[src/rtl/ws2812_pkg.sv]
// ws2812_pkg: shared definitions for the WS2812 pixel feeder.
//   - GRB word width and channel field offsets
//   - feeder FSM state encoding
//   - frame timer period computation and per-channel brightness scaling
package ws2812_pkg;

  localparam int unsigned WS2812_WIDTH = 24;
  localparam int unsigned CH_W         = 8;
  localparam int unsigned G_OFS        = 16;
  localparam int unsigned R_OFS        = 8;
  localparam int unsigned B_OFS        = 0;

  typedef struct packed {
    logic [CH_W-1:0] g;
    logic [CH_W-1:0] r;
    logic [CH_W-1:0] b;
  } grb_t;

  typedef enum logic [1:0] {
    ST_IDLE    = 2'd0,
    ST_FETCH   = 2'd1,
    ST_LOAD    = 2'd2,
    ST_PRESENT = 2'd3
  } state_t;

  // Cycles between automatic refreshes; 0 means the timer is disabled.
  function automatic int unsigned frame_period(input int unsigned clk_fre,
                                               input int unsigned frame_hz);
    return (frame_hz == 0) ? 0 : clk_fre / frame_hz;
  endfunction

  // (c * (b+1)) >> 8: b=255 is identity, b=0 blanks the channel.
  function automatic logic [CH_W-1:0] scale_ch(input logic [CH_W-1:0] c,
                                               input logic [CH_W-1:0] b);
    logic [16:0] p;
    p = 17'(c) * (17'(b) + 17'd1);
    return CH_W'(p >> 8);
  endfunction

  function automatic grb_t scale_px(input logic [WS2812_WIDTH-1:0] px,
                                    input logic [CH_W-1:0] b);
    grb_t o;
    o.g = scale_ch(px[G_OFS +: CH_W], b);
    o.r = scale_ch(px[R_OFS +: CH_W], b);
    o.b = scale_ch(px[B_OFS +: CH_W], b);
    return o;
  endfunction

endpackage

[src/rtl/ws2812_pixel_ram.sv]
// ws2812_pixel_ram: simple dual-port pixel store, read-first, 1-cycle registered read.
//   clk           : clock
//   we/waddr/wdata: write port (caller filters out-of-range addresses)
//   raddr/rdata   : read port, rdata valid the cycle after raddr is presented
// Contents are not touched by reset and power up as zero.
module ws2812_pixel_ram
  import ws2812_pkg::*;
#(
  parameter int unsigned DEPTH = 8,
  parameter int unsigned AW    = 3
) (
  input  logic                    clk,
  input  logic                    we,
  input  logic [AW-1:0]           waddr,
  input  logic [WS2812_WIDTH-1:0] wdata,
  input  logic [AW-1:0]           raddr,
  output logic [WS2812_WIDTH-1:0] rdata
);

  logic [WS2812_WIDTH-1:0] mem [DEPTH] = '{default: '0};

  // Read samples the array before this edge's write lands (read-first).
  always_ff @(posedge clk) begin
    if (we) begin
      mem[waddr] <= wdata;
    end
    rdata <= mem[raddr];
  end

endmodule

[src/rtl/ws2812_pixel_feeder.sv]
// ws2812_pixel_feeder: streams a brightness-scaled frame of GRB pixels to a
// WS2812 serializer over a valid/ready handshake.
//   clk, rst (sync, active-high)
//   wr_en/wr_addr/wr_data : pixel store write port
//   brightness            : global scale, latched at frame start
//   frame_start           : manual trigger pulse (ORed with the frame timer)
//   pix_valid/pix_data/pix_last/pix_ready : pixel stream to the serializer
//   busy, frame_done, frame_overrun       : frame status
module ws2812_pixel_feeder
  import ws2812_pkg::*;
#(
  parameter int unsigned NUM_LEDS = 8,
  parameter int unsigned CLK_FRE  = 27_000_000,
  parameter int unsigned FRAME_HZ = 50
) (
  input  logic                    clk,
  input  logic                    rst,
  input  logic                    wr_en,
  input  logic [7:0]              wr_addr,
  input  logic [WS2812_WIDTH-1:0] wr_data,
  input  logic [7:0]              brightness,
  input  logic                    frame_start,
  output logic                    pix_valid,
  output logic [WS2812_WIDTH-1:0] pix_data,
  output logic                    pix_last,
  input  logic                    pix_ready,
  output logic                    busy,
  output logic                    frame_done,
  output logic                    frame_overrun
);

  localparam int unsigned FRAME_PERIOD = frame_period(CLK_FRE, FRAME_HZ);
  localparam int unsigned RAM_AW       = (NUM_LEDS > 1) ? $clog2(NUM_LEDS) : 1;
  localparam logic [7:0]  LAST_IDX     = 8'(NUM_LEDS - 1);

  // Free-running frame timer; independent of busy so the refresh rate stays fixed.
  logic timer_trig_c;
  generate
    if (FRAME_PERIOD == 0) begin : g_no_timer
      assign timer_trig_c = 1'b0;
    end else begin : g_timer
      localparam int unsigned TW    = (FRAME_PERIOD > 1) ? $clog2(FRAME_PERIOD) : 1;
      localparam logic [TW-1:0] T_MAX = TW'(FRAME_PERIOD - 1);
      logic [TW-1:0] tcnt_q;
      always_ff @(posedge clk) begin
        if (rst || tcnt_q == T_MAX) tcnt_q <= '0;
        else                        tcnt_q <= tcnt_q + TW'(1);
      end
      assign timer_trig_c = (tcnt_q == T_MAX);
    end
  endgenerate

  logic trig_c;
  assign trig_c = frame_start | timer_trig_c;

  // Pixel store
  logic                    ram_we_c;
  logic [WS2812_WIDTH-1:0] rd_data;
  logic [7:0]              rd_addr_q;

  assign ram_we_c = wr_en && (9'(wr_addr) < 9'(NUM_LEDS));

  ws2812_pixel_ram #(
    .DEPTH (NUM_LEDS),
    .AW    (RAM_AW)
  ) u_ram (
    .clk   (clk),
    .we    (ram_we_c),
    .waddr (wr_addr[RAM_AW-1:0]),
    .wdata (wr_data),
    .raddr (rd_addr_q[RAM_AW-1:0]),
    .rdata (rd_data)
  );

  // FSM state and registered outputs
  state_t                  state_q, state_d;
  logic [7:0]              rd_addr_d;
  logic [7:0]              bright_q, bright_d;
  logic                    valid_d, last_d, busy_d, done_d, overrun_d;
  logic [WS2812_WIDTH-1:0] data_d;

  always_ff @(posedge clk) begin
    if (rst) begin
      state_q       <= ST_IDLE;
      rd_addr_q     <= '0;
      bright_q      <= '0;
      pix_valid     <= 1'b0;
      pix_data      <= '0;
      pix_last      <= 1'b0;
      busy          <= 1'b0;
      frame_done    <= 1'b0;
      frame_overrun <= 1'b0;
    end else begin
      state_q       <= state_d;
      rd_addr_q     <= rd_addr_d;
      bright_q      <= bright_d;
      pix_valid     <= valid_d;
      pix_data      <= data_d;
      pix_last      <= last_d;
      busy          <= busy_d;
      frame_done    <= done_d;
      frame_overrun <= overrun_d;
    end
  end

  // Next-state and output logic
  always_comb begin
    state_d   = state_q;
    rd_addr_d = rd_addr_q;
    bright_d  = bright_q;
    valid_d   = pix_valid;
    data_d    = pix_data;
    last_d    = pix_last;
    busy_d    = busy;
    done_d    = 1'b0;
    overrun_d = frame_overrun | (trig_c & busy);

    case (state_q)
      ST_IDLE: begin
        if (trig_c) begin
          state_d   = ST_FETCH;
          rd_addr_d = '0;
          bright_d  = brightness;
          busy_d    = 1'b1;
        end
      end
      // RAM is reading rd_addr_q this cycle.
      ST_FETCH: state_d = ST_LOAD;
      ST_LOAD: begin
        data_d  = scale_px(rd_data, bright_q);
        last_d  = (rd_addr_q == LAST_IDX);
        valid_d = 1'b1;
        state_d = ST_PRESENT;
      end
      ST_PRESENT: begin
        if (pix_ready) begin
          valid_d = 1'b0;
          last_d  = 1'b0;
          if (pix_last) begin
            state_d = ST_IDLE;
            busy_d  = 1'b0;
            done_d  = 1'b1;
          end else begin
            rd_addr_d = rd_addr_q + 8'd1;
            state_d   = ST_FETCH;
          end
        end
      end
      default: state_d = ST_IDLE;
    endcase
  end

endmodule

[config.mk]
export PLATFORM = sky130hd
export DESIGN_NAME = ws2812_pixel_feeder
export DESIGN_NICKNAME = d
export VERILOG_FILES = /design/src/rtl/ws2812_pkg.sv /design/src/rtl/ws2812_pixel_ram.sv /design/src/rtl/ws2812_pixel_feeder.sv
export SDC_FILE = /design/constraint.sdc
export NUM_CORES = 1
export LEC_CHECK = 0
export BUFFER_PORTS_ARGS = -buffer_cell sky130_fd_sc_hd__buf_4
export CORE_MARGIN = 2
export CORE_UTILIZATION = 34
export CTS_CLUSTER_DIAMETER = 60
export DETAILED_ROUTE_END_ITERATION = 16
export SYNTH_ARGS = -nofsm -noshare
export SYNTH_HDL_FRONTEND = slang
export SYNTH_SLANG_ARGS = --single-unit
export TNS_END_PERCENT = 20
[constraint.sdc]
create_clock -name clk -period 6.54 [get_ports clk]
set_clock_uncertainty 0.2 [all_clocks]
set_input_delay 1.962 -clock clk [delete_from_list [all_inputs] [get_ports clk]]
set_output_delay 1.962 -clock clk [all_outputs]
set_load 0.005 [all_outputs]
Yosys cells after proc, flatten, opt, wreduce, memory -nomap -nowiden
Memories as Yosys holds them, arrays and structs flattened. A register that Yosys moved wholly into a read port is not among the register bits.
Cells that the tools add are included.
{"block": "op_classes", "add_sub_neg": 3, "multipliers": 3, "magnitude_cmp": 1, "eq_ne": 9, "mux": 18, "bitwise": 5, "n_reduce_logical": 11}
{"op": "8-bit by 17-bit multiplier with 16-bit output", "n": 2}
{"op": "8-bit 2-to-1 mux", "n": 3}
{"op": "20-bit by 1-bit adder with 20-bit output, second input constant", "n": 1}
{"op": "20-bit == test, second input constant", "n": 1}
{"op": "8-bit by 9-bit multiplier with 16-bit output", "n": 1}
{"op": "8-bit case mux with 2 select lines", "n": 1}
{"op": "8-bit by 1-bit adder with 9-bit output, second input constant", "n": 1}
{"op": "8-bit by 1-bit adder with 8-bit output, second input constant", "n": 1}
{"op": "8-bit by 3-bit == test with 1-bit output, second input constant", "n": 1}
{"op": "8-bit by 4-bit < comparator with 1-bit output, second input constant", "n": 1}
{"op": "1-bit 2-to-1 mux", "n": 8}
{"op": "2-bit != test, second input constant", "n": 4}
{"op": "2-bit case mux with 4 select lines", "n": 1}
{"op": "4-bit AND reduction", "n": 2}
{"op": "1-bit case mux with 2 select lines", "n": 3}
{"op": "2-bit AND reduction", "n": 3}
{"op": "2-bit == test, second input constant", "n": 2}
{"op": "2-bit 2-to-1 mux", "n": 2}
{"op": "2-bit nonzero test", "n": 2}
{"op": "3-bit OR reduction", "n": 1}
{"op": "2-bit by 1-bit == test with 1-bit output, second input constant", "n": 1}
{"op": "2-bit zero test", "n": 1}
{"op": "1-bit NOT", "n": 2}
{"op": "1-bit OR", "n": 2}
{"op": "3 further kinds", "n": 3}
{"block": "word_totals", "ff_bits": 67, "mem_bits_rw": 192, "mem_count": 1}
{"name": "u_ram.mem", "depth": 8, "word_bits": 24, "read_ports": 1, "rd_clocked_by_memory_dff": 1, "wr": 1, "line": "ws2812_pixel_ram.sv:20", "source": "logic [WS2812_WIDTH-1:0] mem [DEPTH] = '{default: '0};"}

Depth between registers and ports, before layout
Gate-level depths: netlist of the first run.
{"block": "logic_depth", "depth_word": 4, "mapped_depth": 19, "mapped_depth_nobuf": 18}

By module
Synthesis of the first run repeated with hierarchy kept, for this count alone.
{"block": "unflattened", "hier_cells": 1320, "hier_area_um2": 16814.9}
{"mod": "ws2812_pixel_feeder", "n_inst": 1, "cells_per_inst": 1006, "area_per_inst_um2": 9017.4, "seq_area_each_um2": 1341.3}
{"mod": "ws2812_pixel_ram", "n_inst": 1, "cells_per_inst": 314, "area_per_inst_um2": 7797.5, "seq_area_each_um2": 6246.0}

Worst setup path before layout of the first run
Ideal clock, no wire load.
{"block": "synth_path", "path_type": "reg2reg", "start": "reg bright_q[0]", "end": "reg pix_data[11]", "setup_ns": 0.116, "arrival_ns": 5.276, "required_ns": 6.224, "setup_slack_ns": 0.948, "stages_incl_launch_ff": 20, "n_path_buf": 1, "synth_period_minus_slack_ns": 5.592, "path_cell_list": "dfxtp_1 ha_1 nand3_1 xnor2_1 clkbuf_1 nand2_1 fa_1 fa_1 inv_1 fa_1 inv_1 fa_1 inv_1 ha_1 a21o_1 a221oi_1 a21oi_1 a21oi_1 mux2_2 a31o_2"}
{"block": "synth_between", "elab_chain_len": 2}
{"item": "start: declaration", "line": "ws2812_pixel_feeder.sv:78", "source": "logic [7:0] bright_q, bright_d;"}
{"item": "start signal: assignment", "line": "ws2812_pixel_feeder.sv:96", "source": "bright_q <= bright_d;"}
{"item": "8-bit by 1-bit adder with 9-bit output", "line": "ws2812_pkg.sv:36", "source": "p = 17'(c) * (17'(b) + 17'd1);"}
{"item": "8-bit by 17-bit multiplier with 16-bit output", "line": "ws2812_pkg.sv:36"}
{"item": "end signal: assignment", "line": "ws2812_pixel_feeder.sv:98", "source": "pix_data <= data_d;"}
{"item": "end: declaration", "line": "ws2812_pixel_feeder.sv:24", "source": "output logic [WS2812_WIDTH-1:0] pix_data,"}
No other way between the ends.
A chain may end at the register's enable or synchronous reset.

Worst setup path in the final report of the first run
{"block": "layout_path", "start": "reg bright_q[0]", "end": "reg pix_data[15]"}
Same word-level chain as after synthesis.

==> out/metrics.yaml, run 1 <==
crit_path_max_incr_delay_ns: 0.63
placed_wire_length_estimate_um: 27100
cells_resized_by_post_cts_repair: 0
post_route_setup_slack_ns: 0.609
ys.warnings.count: 0
dieWidth_um: 227
gate_count_after_technology_mapping: 1368
crit_type: "reg2reg"
worstPathArrival_ns: 6.16
slew_violations: 0
critPathRequiredTime_ns: 6.77
via_count: 10500
hold_vio_cnt_final: 0
finish.net_count: 1729
ys_async_sr_fraction_pct: 0
route.detailed.wl_per_inst_um: 18.2
clockPowerShare_pct: 31.6
drc_errors: 0
synth.net_count: 1636
place_congestion: 0.844
initialDrtViolationCount: 454
cts_tree: "done"
post_synth_main_area_contributors: "edfxtp_1, fa_1, dfxtp_1"
seq_power_share_pct: 36.2
post_synth.cell_area_avg_um2: 12.4
total_leakage_power_uw: 0.00802
clock.fmax_mhz: 169
critical_path.max_fanout: 10
cts_inserted_buffers: 34
antenna_cells_inserted: 0
finish.utilization_pct: 39.7
io_pins: 74
worst_slew_pin_tran_ns: 0.923
synthDominantAreaCellType: "edfxtp_1"
ys_seq_elements: 283
yosysMostFrequentCell: "edfxtp_1"
p_int_uw: 3750
max_slew_margin_pct: 38.2
timing.critical_path.cells: "ha_1, nand3_1, xnor2_1, buf_4, and2_1, fa_1, fa_1, fa_1, inv_1, fa_1, inv_1, ha_1, and3_1, nand3_1, a2111oi_0, o21ai_0, and3_1, o31ai_1"
root_buffer: "clkbuf_16"
cts_hold_buffers: 0
outcome: "finished, final reports clean"
grt_setup_unrepaired: "false"
die_y_um: 227
timing.final.setup_violations: 0
max_cap_violations: 0
postRouteAntennaNets: 0
most_common_flop_cell_mapped_by_yosys: "edfxtp_1"
post_synthesis_cell_type_count: 62
cts.htree.levels: 2
postCtsSetupBuffers: 0
path_clk_slew_ns: 0.05
combPwrFrac_pct: 32.2
start_util_pct: 34.5
timing.final.crit_period_ns: 5.93
cellPowerDensity_nw_per_um2: 290
wl_um: 39000
clk-insertion-delay-late_ns: 0.54
core_footprint_um2: 49100
synth_commonest_cells: "edfxtp_1, inv_1, and2_1"
die_area_um2: 51600
tns_ns: 0
drt_pre_antenna_iters: 4
cts-root-to-sink-buffers: 3
sequential_area_share_after_synthesis_pct: 44.8
worstSetupStartpointType: "flop"
grt_first_pass_wirelength_um: 61900
sw_frac_of_total_pct: 33.7
power.ir.vdd_worst_uv: 217
synth_top_area_share_pct: 34.0
clock_sink_count: 283
dpl_worst_slack_ns: 0.576
finalCritPeriodShare_pct: 90.7
global_route_usage_over_all_layers_pct: 15.6
vias_in_the_first_global_route: 11100
power.net_switching_uw: 1900
synthesis.area_um2: 16900
post_synth_edffs: 192
overflow: 0
fraction_of_final_layout_cells_sized_beyond_drive_strength_1_pct: 16.2
worst_path_max_delay_cell: "a2111oi_0"
io_buffers: 73
layout.filler_cells: 4735
critPathMostFrequentCell: "fa_1"
min-delay-path-class: "reg2reg"
area_delta_synth_final_pct: 14.9
antenna_found_initial: 0
routed_via_density: 4.89
endpoint_kind: "flop"
grt_max_degree: 52
placement_rows: 81
-- worst paths after layout --
check	start	to	slack (ns)	cells after the start
worst min-delay path	pix_data[5]$_SDFFE_PP0P_	pix_data[5]$_SDFFE_PP0P_	0.27	1
worst max-delay path	bright_q[0]$_SDFFE_PP0P_	pix_data[15]$_SDFFE_PP0P_	0.61	18
worst max register to register	bright_q[0]$_SDFFE_PP0P_	pix_data[15]$_SDFFE_PP0P_	0.61	18
worst min register to register	pix_data[5]$_SDFFE_PP0P_	pix_data[5]$_SDFFE_PP0P_	0.27	1
-- per-stage QoR --
step | power [uW] | hold WS, ns | cell area, um^2 | instances
6_report | 5650 | 0.269 | 19500 | 2148
4_1_cts | 5730 | 0.270 | 19500 | 2148
3_5_place_dp | 3920 | 0.257 | 18400 | 2089
5_1_grt | 6050 | 0.293 | 19500 | 2148
3_3_place_gp | 3880 | 0.254 | 18400 | 2089
2_1_floorplan | 3350 | 0.238 | 16900 | 1368
-- critical path: cells and delay by family (launching register included) --
kind | cells | cell delay (ns)
simple gates | 5 | 0.86
compound gates | 3 | 1.04
xor+xnor | 1 | 0.54
buf+inv | 3 | 0.37
fa+ha+maj | 6 | 2.48
flops | 1 | 0.36
-- state kept, by name, summed over array words and instances, names as in the netlist, 2 cells and up --
| name | flops |
|---|---|
| bright_q | 8 |
| g_timer.tcnt_q | 20 |
| pix_data | 24 |
| rd_addr_q | 8 |
| state_q | 2 |
| u_ram.mem | 192 |
| u_ram.rdata | 24 |
-- cell usage in the layout (no fill, tap or decap), types with 7 or more instances in the layout --
cell type,instances
a21o_1,11
a21oi_1,35
and2_1,134
and3_1,16
buf_4,103
clkbuf_1,7
clkbuf_16,34
clkinv_1,8
dfxtp_1,89
edfxtp_1,192
fa_1,120
ha_1,103
inv_1,166
mux2_2,25
mux2i_1,7
mux4_2,48
nand2_1,79
nand2b_1,12
nand3_1,27
nand4_1,9
nor2_1,49
nor2b_1,35
nor3_1,9
nor4_1,9
o21ai_0,10
xnor2_1,19
xor2_1,22
-- logic make-up after synthesis --
| logic type | after synthesis | share of synthesized area [%] |
|---|---|---|
| muxes | 80 | 8.46 |
| xor gates and xnor gates | 42 | 2.17 |
| adders and majority gates | 223 | 21.8 |
| and+or+nand+nor | 415 | 13.4 |
| buffers and inverters | 214 | 4.77 |
| DFF | 283 | 44.8 |
| AOI/OAI and AO/OA | 111 | 4.61 |
-- power groups by stage --
stage                     combinational, uW  sequential [uW]  clock [uW]
after floorplan                        1300             2050           0
after global placement                 1790             2080           0
after detailed placement               1840             2090           0
after CTS                              1850             2050        1830
after global routing                   2100             2050        1900
final                                  1820             2040        1780
-- routing by layer --
| layer | part of all wire, % | routed length (um) | global-route usage [%] | up-vias |
|---|---|---|---|---|
| li1 | - | - | - | 4905 |
| met1 | 44 | 17200 | 19.9 | 5368 |
| met2 | 49 | 19300 | 27.1 | 170 |
| met3 | 3.8 | 1500 | 2.45 | 66 |
| met4 | 2.7 | 1060 | 5.17 | 0 |
| met5 | 0 | 0 | 0 | - |
-- layout make-up --
type,count,area (um^2),area share [%]
Timing Repair Buffer,103,773,3.97
Clock buffer,43,905,4.65
Sequential cell,283,7590,39.0
Tap cell,664,831,4.27
Inverter,168,631,3.24
Clock inverter,16,148,0.759
Multi-Input combinational cell,871,8580,44.1
Power figures use the tool's default switching activity.
==> inputs of run 2 (changes only) <==
--- a/config.mk
+++ b/config.mk
@@ -7,10 +7,12 @@
 export LEC_CHECK = 0
 export BUFFER_PORTS_ARGS = -buffer_cell sky130_fd_sc_hd__buf_4
 export CORE_MARGIN = 2
-export CORE_UTILIZATION = 34
+export CORE_UTILIZATION = 60
 export CTS_CLUSTER_DIAMETER = 60
 export DETAILED_ROUTE_END_ITERATION = 16
+export PLACE_DENSITY = 0.78
 export SYNTH_ARGS = -nofsm -noshare
 export SYNTH_HDL_FRONTEND = slang
+export SYNTH_HIERARCHICAL = 1
 export SYNTH_SLANG_ARGS = --single-unit
 export TNS_END_PERCENT = 20
==> out/metrics.yaml, run 2 <==
outcome: "finished, final reports clean"
path_clk_slew_ns: 0.06
worstSetupStartpointType: "flop"
synth.net_count: 1588
layout.filler_cells: 1967
power.ir.vdd_worst_uv: 231
die_area_um2: 29400
place_congestion: 0.801
cellPowerDensity_nw_per_um2: 295
post_synth.cell_area_avg_um2: 12.7
synthDominantAreaCellType: "edfxtp_1"
cts_inserted_buffers: 29
cells_resized_by_post_cts_repair: 0
die_y_um: 171
area.sequential_um2: 7590
grt.met2_usage_pct: 41.2
min-delay-path-class: "reg2reg"
grt_setup_unrepaired: "false"
finalNonFillerCells: 1804
yosysMostFrequentCell: "edfxtp_1"
route.detailed.wl_per_inst_um: 18.1
root_buffer: "clkbuf_16"
final_cell_mix: "edfxtp_1, inv_1, and2_1"
dieWidth_um: 171
gate_count_after_technology_mapping: 1320
post_synth_edffs: 192
ys.warnings.count: 6
antenna_found_initial: 0
worst_slew_pin_tran_ns: 1.06
max_cap_violations: 0
slew_violations: 0
drc_errors: 0
ys_async_sr_fraction_pct: 0
fraction_of_final_layout_cells_sized_beyond_drive_strength_1_pct: 16.4
placed_wire_length_estimate_um: 21800
crit_type: "reg2reg"
ys_seq_elements: 283
routed_via_density: 5.54
most_common_flop_cell_mapped_by_yosys: "edfxtp_1"
synth_commonest_cells: "edfxtp_1, inv_1, and2_1"
critPathRequiredTime_ns: 6.75
via_count: 10000
finalCritPeriodShare_pct: 89.4
synth_top_area_share_pct: 34.3
worst_path_max_delay_cell: "xor2_1"
global_route_usage_over_all_layers_pct: 23.9
worstPathArrival_ns: 6.06
io_buffers: 73
crit_path_max_incr_delay_ns: 0.60
critPathMostFrequentCell: "fa_1"
sequential_area_share_after_synthesis_pct: 45.1
timing.final.crit_period_ns: 5.85
hold_vio_cnt_final: 0
tns_ns: 0
wl_um: 32600
overflow: 0
cts_hold_buffers: 0
clk-insertion-delay-late_ns: 0.53
io_pins: 74
met1_demand_to_capacity_share_in_global_routing_pct: 32.2
endpoint_kind: "flop"
core_footprint_um2: 27700
timing.final.setup_violations: 0
post_synthesis_cell_type_count: 59
finalHoldWorstSlack_ns: 0.269
finalPower_uw: 5560
post_synth_main_area_contributors: "edfxtp_1, fa_1, dfxtp_1"
gr-max-usage-layer: "met2"
clock_sink_count: 283
max_slew_margin_pct: 28.9
timing.critical_path.cells: "ha_1, nand2_1, nor2_1, xor2_1, and2_1, fa_1, fa_1, fa_1, inv_1, fa_1, inv_1, ha_1, a21o_1, or3_1, a41oi_1, o31ai_1, o21a_1, a311o_1"
place_inst: 1751
cts-root-to-sink-buffers: 3
postRouteAntennaNets: 0
drt_pre_antenna_iters: 5
synthesis.area_um2: 16800
clock.fmax_mhz: 171
grt_use_met3_pct: 3.54
cts_tree: "done"
finish.net_count: 1672
area_delta_synth_final_pct: 11.9
start_util_pct: 60.7
layout.cells.most_common: "edfxtp_1"
initialDrtViolationCount: 520
registers.top_by_ff_count: "u_ram/mem"
postCtsSetupBuffers: 0
biggest_regs: "u_ram/mem x192, pix_data x24, u_ram/rdata x24"
grt_max_degree: 55
multi_input_comb_area_um2: 8470
total_leakage_power_uw: 0.00790
max_reg_flops: 192
cts.htree.levels: 1
antenna_cells_inserted: 0
critical_path.max_fanout: 7
finish.utilization_pct: 67.9
grt_first_pass_wirelength_um: 54500
placement_rows: 61
vias_in_the_first_global_route: 10600
## run 2: cell count changes in the layout (fill, tap and decap cells not counted), moves of 8 or more
cell / delta
mux2_4: +12
nand2_1: -13
a21oi_1: -17
nor4_1: -8
and3_1: -10
xnor2_1: +9
inv_1: -9
mux2i_1: +11
nor2b_1: +9
nor2_1: +10
mux2_2: -13
## run 2: layer usage
layer,vias up,part of all wire [%]
met2,249,50
met5,-,0
li1,4667,-
met4,0,2.0
met3,38,5.5
met1,5047,42
## run 2: cell type report
| type | count | area share [%] |
|---|---|---|
| tap | 378 | 2.51 |
| multi-input combinational | 837 | 45.0 |
| timing repair buffer | 96 | 3.83 |
| clock inverter | 17 | 1.08 |
| clock buffer | 36 | 4.10 |
| sequential | 283 | 40.3 |
| inverter | 157 | 3.13 |
## run 2: report_power, final
group          leakage, uW  switching [uW]  internal, uW  total [uW]
Combinational      0.00495            1060           805        1870
Clock             0.000477             661          1000        1660
Sequential         0.00247            64.5          1970        2030
Total              0.00790            1790          3770        5560
## run 2: cells by family after synthesis
logic type,Yosys count,synth area share (%)
AND/OR/NAND/NOR,391,12.7
adder cells (fa/ha/maj),223,22.0
multiplexers,90,9.38
XOR/XNOR,57,2.97
flip-flops,283,45.1
AO/OA/AOI/OAI,76,3.18
buffers and inverters,200,4.75
## run 2: critical path, delay by kind of cell, from the launching register on
family	cells	cell delay, ns
fa+ha+maj	6	2.60
compound gates	5	1.09
simple gates	4	0.77
xor+xnor	1	0.60
flops	1	0.37
buf+inv	2	0.11
## run 2: stage by stage
step | cell area [um^2] | setup slack, ns
3_3_place_gp | 17800 | 0.853
4_1_cts | 18800 | 0.684
5_1_grt | 18800 | 0.392
6_report | 18800 | 0.690
2_1_floorplan | 16800 | 1.10
3_5_place_dp | 17800 | 0.719
## run 2: final timing paths
path,startpoint,to,slack (ns),cells past startpoint
setup / recovery,bright_q[1]$_SDFFE_PP0P_,pix_data[7]$_SDFFE_PP0P_,0.69,18
hold / removal,pix_data[4]$_SDFFE_PP0P_,pix_data[4]$_SDFFE_PP0P_,0.27,2
setup reg to reg,bright_q[1]$_SDFFE_PP0P_,pix_data[7]$_SDFFE_PP0P_,0.69,18
hold reg to reg,pix_data[4]$_SDFFE_PP0P_,pix_data[4]$_SDFFE_PP0P_,0.27,2
==> inputs of run 3 (changes only) <==
--- a/config.mk
+++ b/config.mk
@@ -5,6 +5,7 @@
 export SDC_FILE = /design/constraint.sdc
 export NUM_CORES = 1
 export LEC_CHECK = 0
+export ABC_AREA = 1
 export BUFFER_PORTS_ARGS = -buffer_cell sky130_fd_sc_hd__buf_4
 export CORE_MARGIN = 2
 export CORE_UTILIZATION = 60
==> out/metrics.yaml, run 3 <==
route.detailed.wl_per_inst_um: 15.6
min-delay-path-class: "reg2reg"
ys.warnings.count: 6
io_pins: 74
critical_path.max_fanout: 21
drc_errors: 0
grt_max_degree: 59
die_area_um2: 33000
initialDrtViolationCount: 1017
worst_path_max_delay_cell: "fa_1"
vias_in_the_first_global_route: 15000
path_clk_slew_ns: 0.06
max_slew_margin_pct: 26.9
max_cap_violations: 0
io_buffers: 73
endpoint_kind: "flop"
synthDominantAreaCellType: "edfxtp_1"
registers.top_by_ff_count: "u_ram/mem"
postRouteAntennaNets: 0
sequential_area_share_after_synthesis_pct: 40.1
clock_sink_count: 283
ys_seq_elements: 283
cellPowerDensity_nw_per_um2: 390
total_leakage_power_uw: 0.0105
post_synth_main_area_contributors: "edfxtp_1, fa_1, nand2_1"
synthesis.area_um2: 18900
outcome: "finished, final reports clean"
critPathRequiredTime_ns: 6.84
drt_pre_antenna_iters: 6
timing.final.setup_violations: 0
cells_resized_by_post_cts_repair: 0
via_count: 14500
biggest_regs: "u_ram/mem x192, pix_data x24, u_ram/rdata x24"
post_route_setup_slack_ns: 0.901
root_buffer: "clkbuf_16"
timing.critical_path.cells: "ha_1, xor2_1, inv_1, nor2_1, fa_1, fa_1, fa_1, inv_1, fa_1, inv_1, ha_1, a21oi_1, o21ai_0, a21oi_1, nand2_1, nand2_1, nand3_1, nand2_1, inv_1"
worst_slew_pin_tran_ns: 1.10
worstPathArrival_ns: 5.94
cts.htree.levels: 1
hold_vio_cnt_final: 0
crit_path_max_incr_delay_ns: 0.58
place_inst: 2733
slew_violations: 0
postCtsSetupBuffers: 0
ys_async_sr_fraction_pct: 0
cts_inserted_buffers: 31
place_congestion: 0.900
finalInstanceArea_um2: 20900
synth_top_area_share_pct: 30.5
crit_type: "reg2reg"
finalNonFillerCells: 2791
max_reg_flops: 192
power.ir.vdd_worst_uv: 268
gate_count_after_technology_mapping: 2306
synth_commonest_cells: "nand2_1, inv_1, nor2_1"
most_common_flop_cell_mapped_by_yosys: "edfxtp_1"
placed_wire_length_estimate_um: 30100
synth.net_count: 2574
placement_rows: 65
antenna_found_initial: 0
placement.cell_area_um2: 19800
layout.cells.most_common: "nand2_1"
grt_first_pass_wirelength_um: 72000
post_synthesis_cell_type_count: 38
final_cell_mix: "nand2_1, inv_1, nor2_1"
start_util_pct: 60.5
clk-insertion-delay-late_ns: 0.60
cts_hold_buffers: 0
die_y_um: 182
finalPower_uw: 8140
dieWidth_um: 182
post_synth.cell_area_avg_um2: 8.21
wl_um: 43500
overflow: 0
finalCritPeriodShare_pct: 86.2
worstSetupStartpointType: "flop"
finish.net_count: 2632
global_route_usage_over_all_layers_pct: 27.4
post_synth_edffs: 192
routed_via_density: 5.21
cts_tree: "done"
fraction_of_final_layout_cells_sized_beyond_drive_strength_1_pct: 8.50
antenna_cells_inserted: 0
yosysMostFrequentCell: "nand2_1"
grt_setup_unrepaired: "false"
timing.final.crit_period_ns: 5.64
area_delta_synth_final_pct: 10.3
cts-root-to-sink-buffers: 3
dpl_worst_slack_ns: 0.990
core_footprint_um2: 31300
tns_ns: 0
clock.fmax_mhz: 177
[run 3: metrics by stage]
step | hold slack (ns) | util (%)
global placement | 0.252 | 63.1
detailed placement | 0.258 | 63.1
global route | 0.304 | 66.7
finish | 0.275 | 66.7
floorplan | 0.252 | -
CTS | 0.276 | 66.7
[run 3: cells by family after synthesis]
family	count (synthesis)	synth area share, %
AO/OA/AOI/OAI	127	3.48
AND/OR/NAND/NOR	1079	23.8
buffers and inverters	571	12.1
adder cells (fa/ha/maj)	223	19.5
flip-flops	283	40.1
XOR/XNOR	23	1.10
[run 3: power breakdown]
part           leakage [uW]  total [uW]  switching, uW  internal [uW]
registers           0.00247        2110           96.7           2010
clock network      0.000542        1880            752           1130
logic               0.00749        4150           2660           1490
[run 3: final timing paths]
check	endpoint	startpoint	slack (ns)	cells after the start
worst max-delay path	pix_data[7]$_SDFFE_PP0P_	bright_q[0]$_SDFFE_PP0P_	0.90	19
worst min-delay path	pix_valid$_SDFFE_PP0P_	pix_valid$_SDFFE_PP0P_	0.27	2
worst max register to register	pix_data[7]$_SDFFE_PP0P_	bright_q[0]$_SDFFE_PP0P_	0.90	19
worst min register to register	pix_valid$_SDFFE_PP0P_	pix_valid$_SDFFE_PP0P_	0.27	2
[run 3: cell type report]
class	instances	area (um^2)
clock buffers	33	793
clock inverters	25	327
fillers	2511	10400
inverters	504	1890
multi-input cells	1452	9080
flip-flops and latches	283	7590
well taps	402	503
repair buffers	92	691
[run 3: worst max-delay path, delay by kind of cell, from the launching register on]
family / cells / cell delay, ns
xor+xnor: 1 / 0.29
compound gates: 3 / 0.71
simple gates: 5 / 0.59
fa+ha+maj: 6 / 2.72
buf+inv: 4 / 0.55
flops: 1 / 0.47
[run 3: metal layers]
| metal | wire (um) | track usage [%] | part of all wire, % | vias up |
|---|---|---|---|---|
| li1 | - | - | - | 7175 |
| met1 | 17000 | 32.2 | 39 | 6760 |
| met2 | 21900 | 49.0 | 50 | 479 |
| met3 | 2580 | 4.15 | 5.9 | 134 |
| met4 | 2060 | 13.3 | 4.7 | 0 |
| met5 | 0 | 0 | 0 | - |
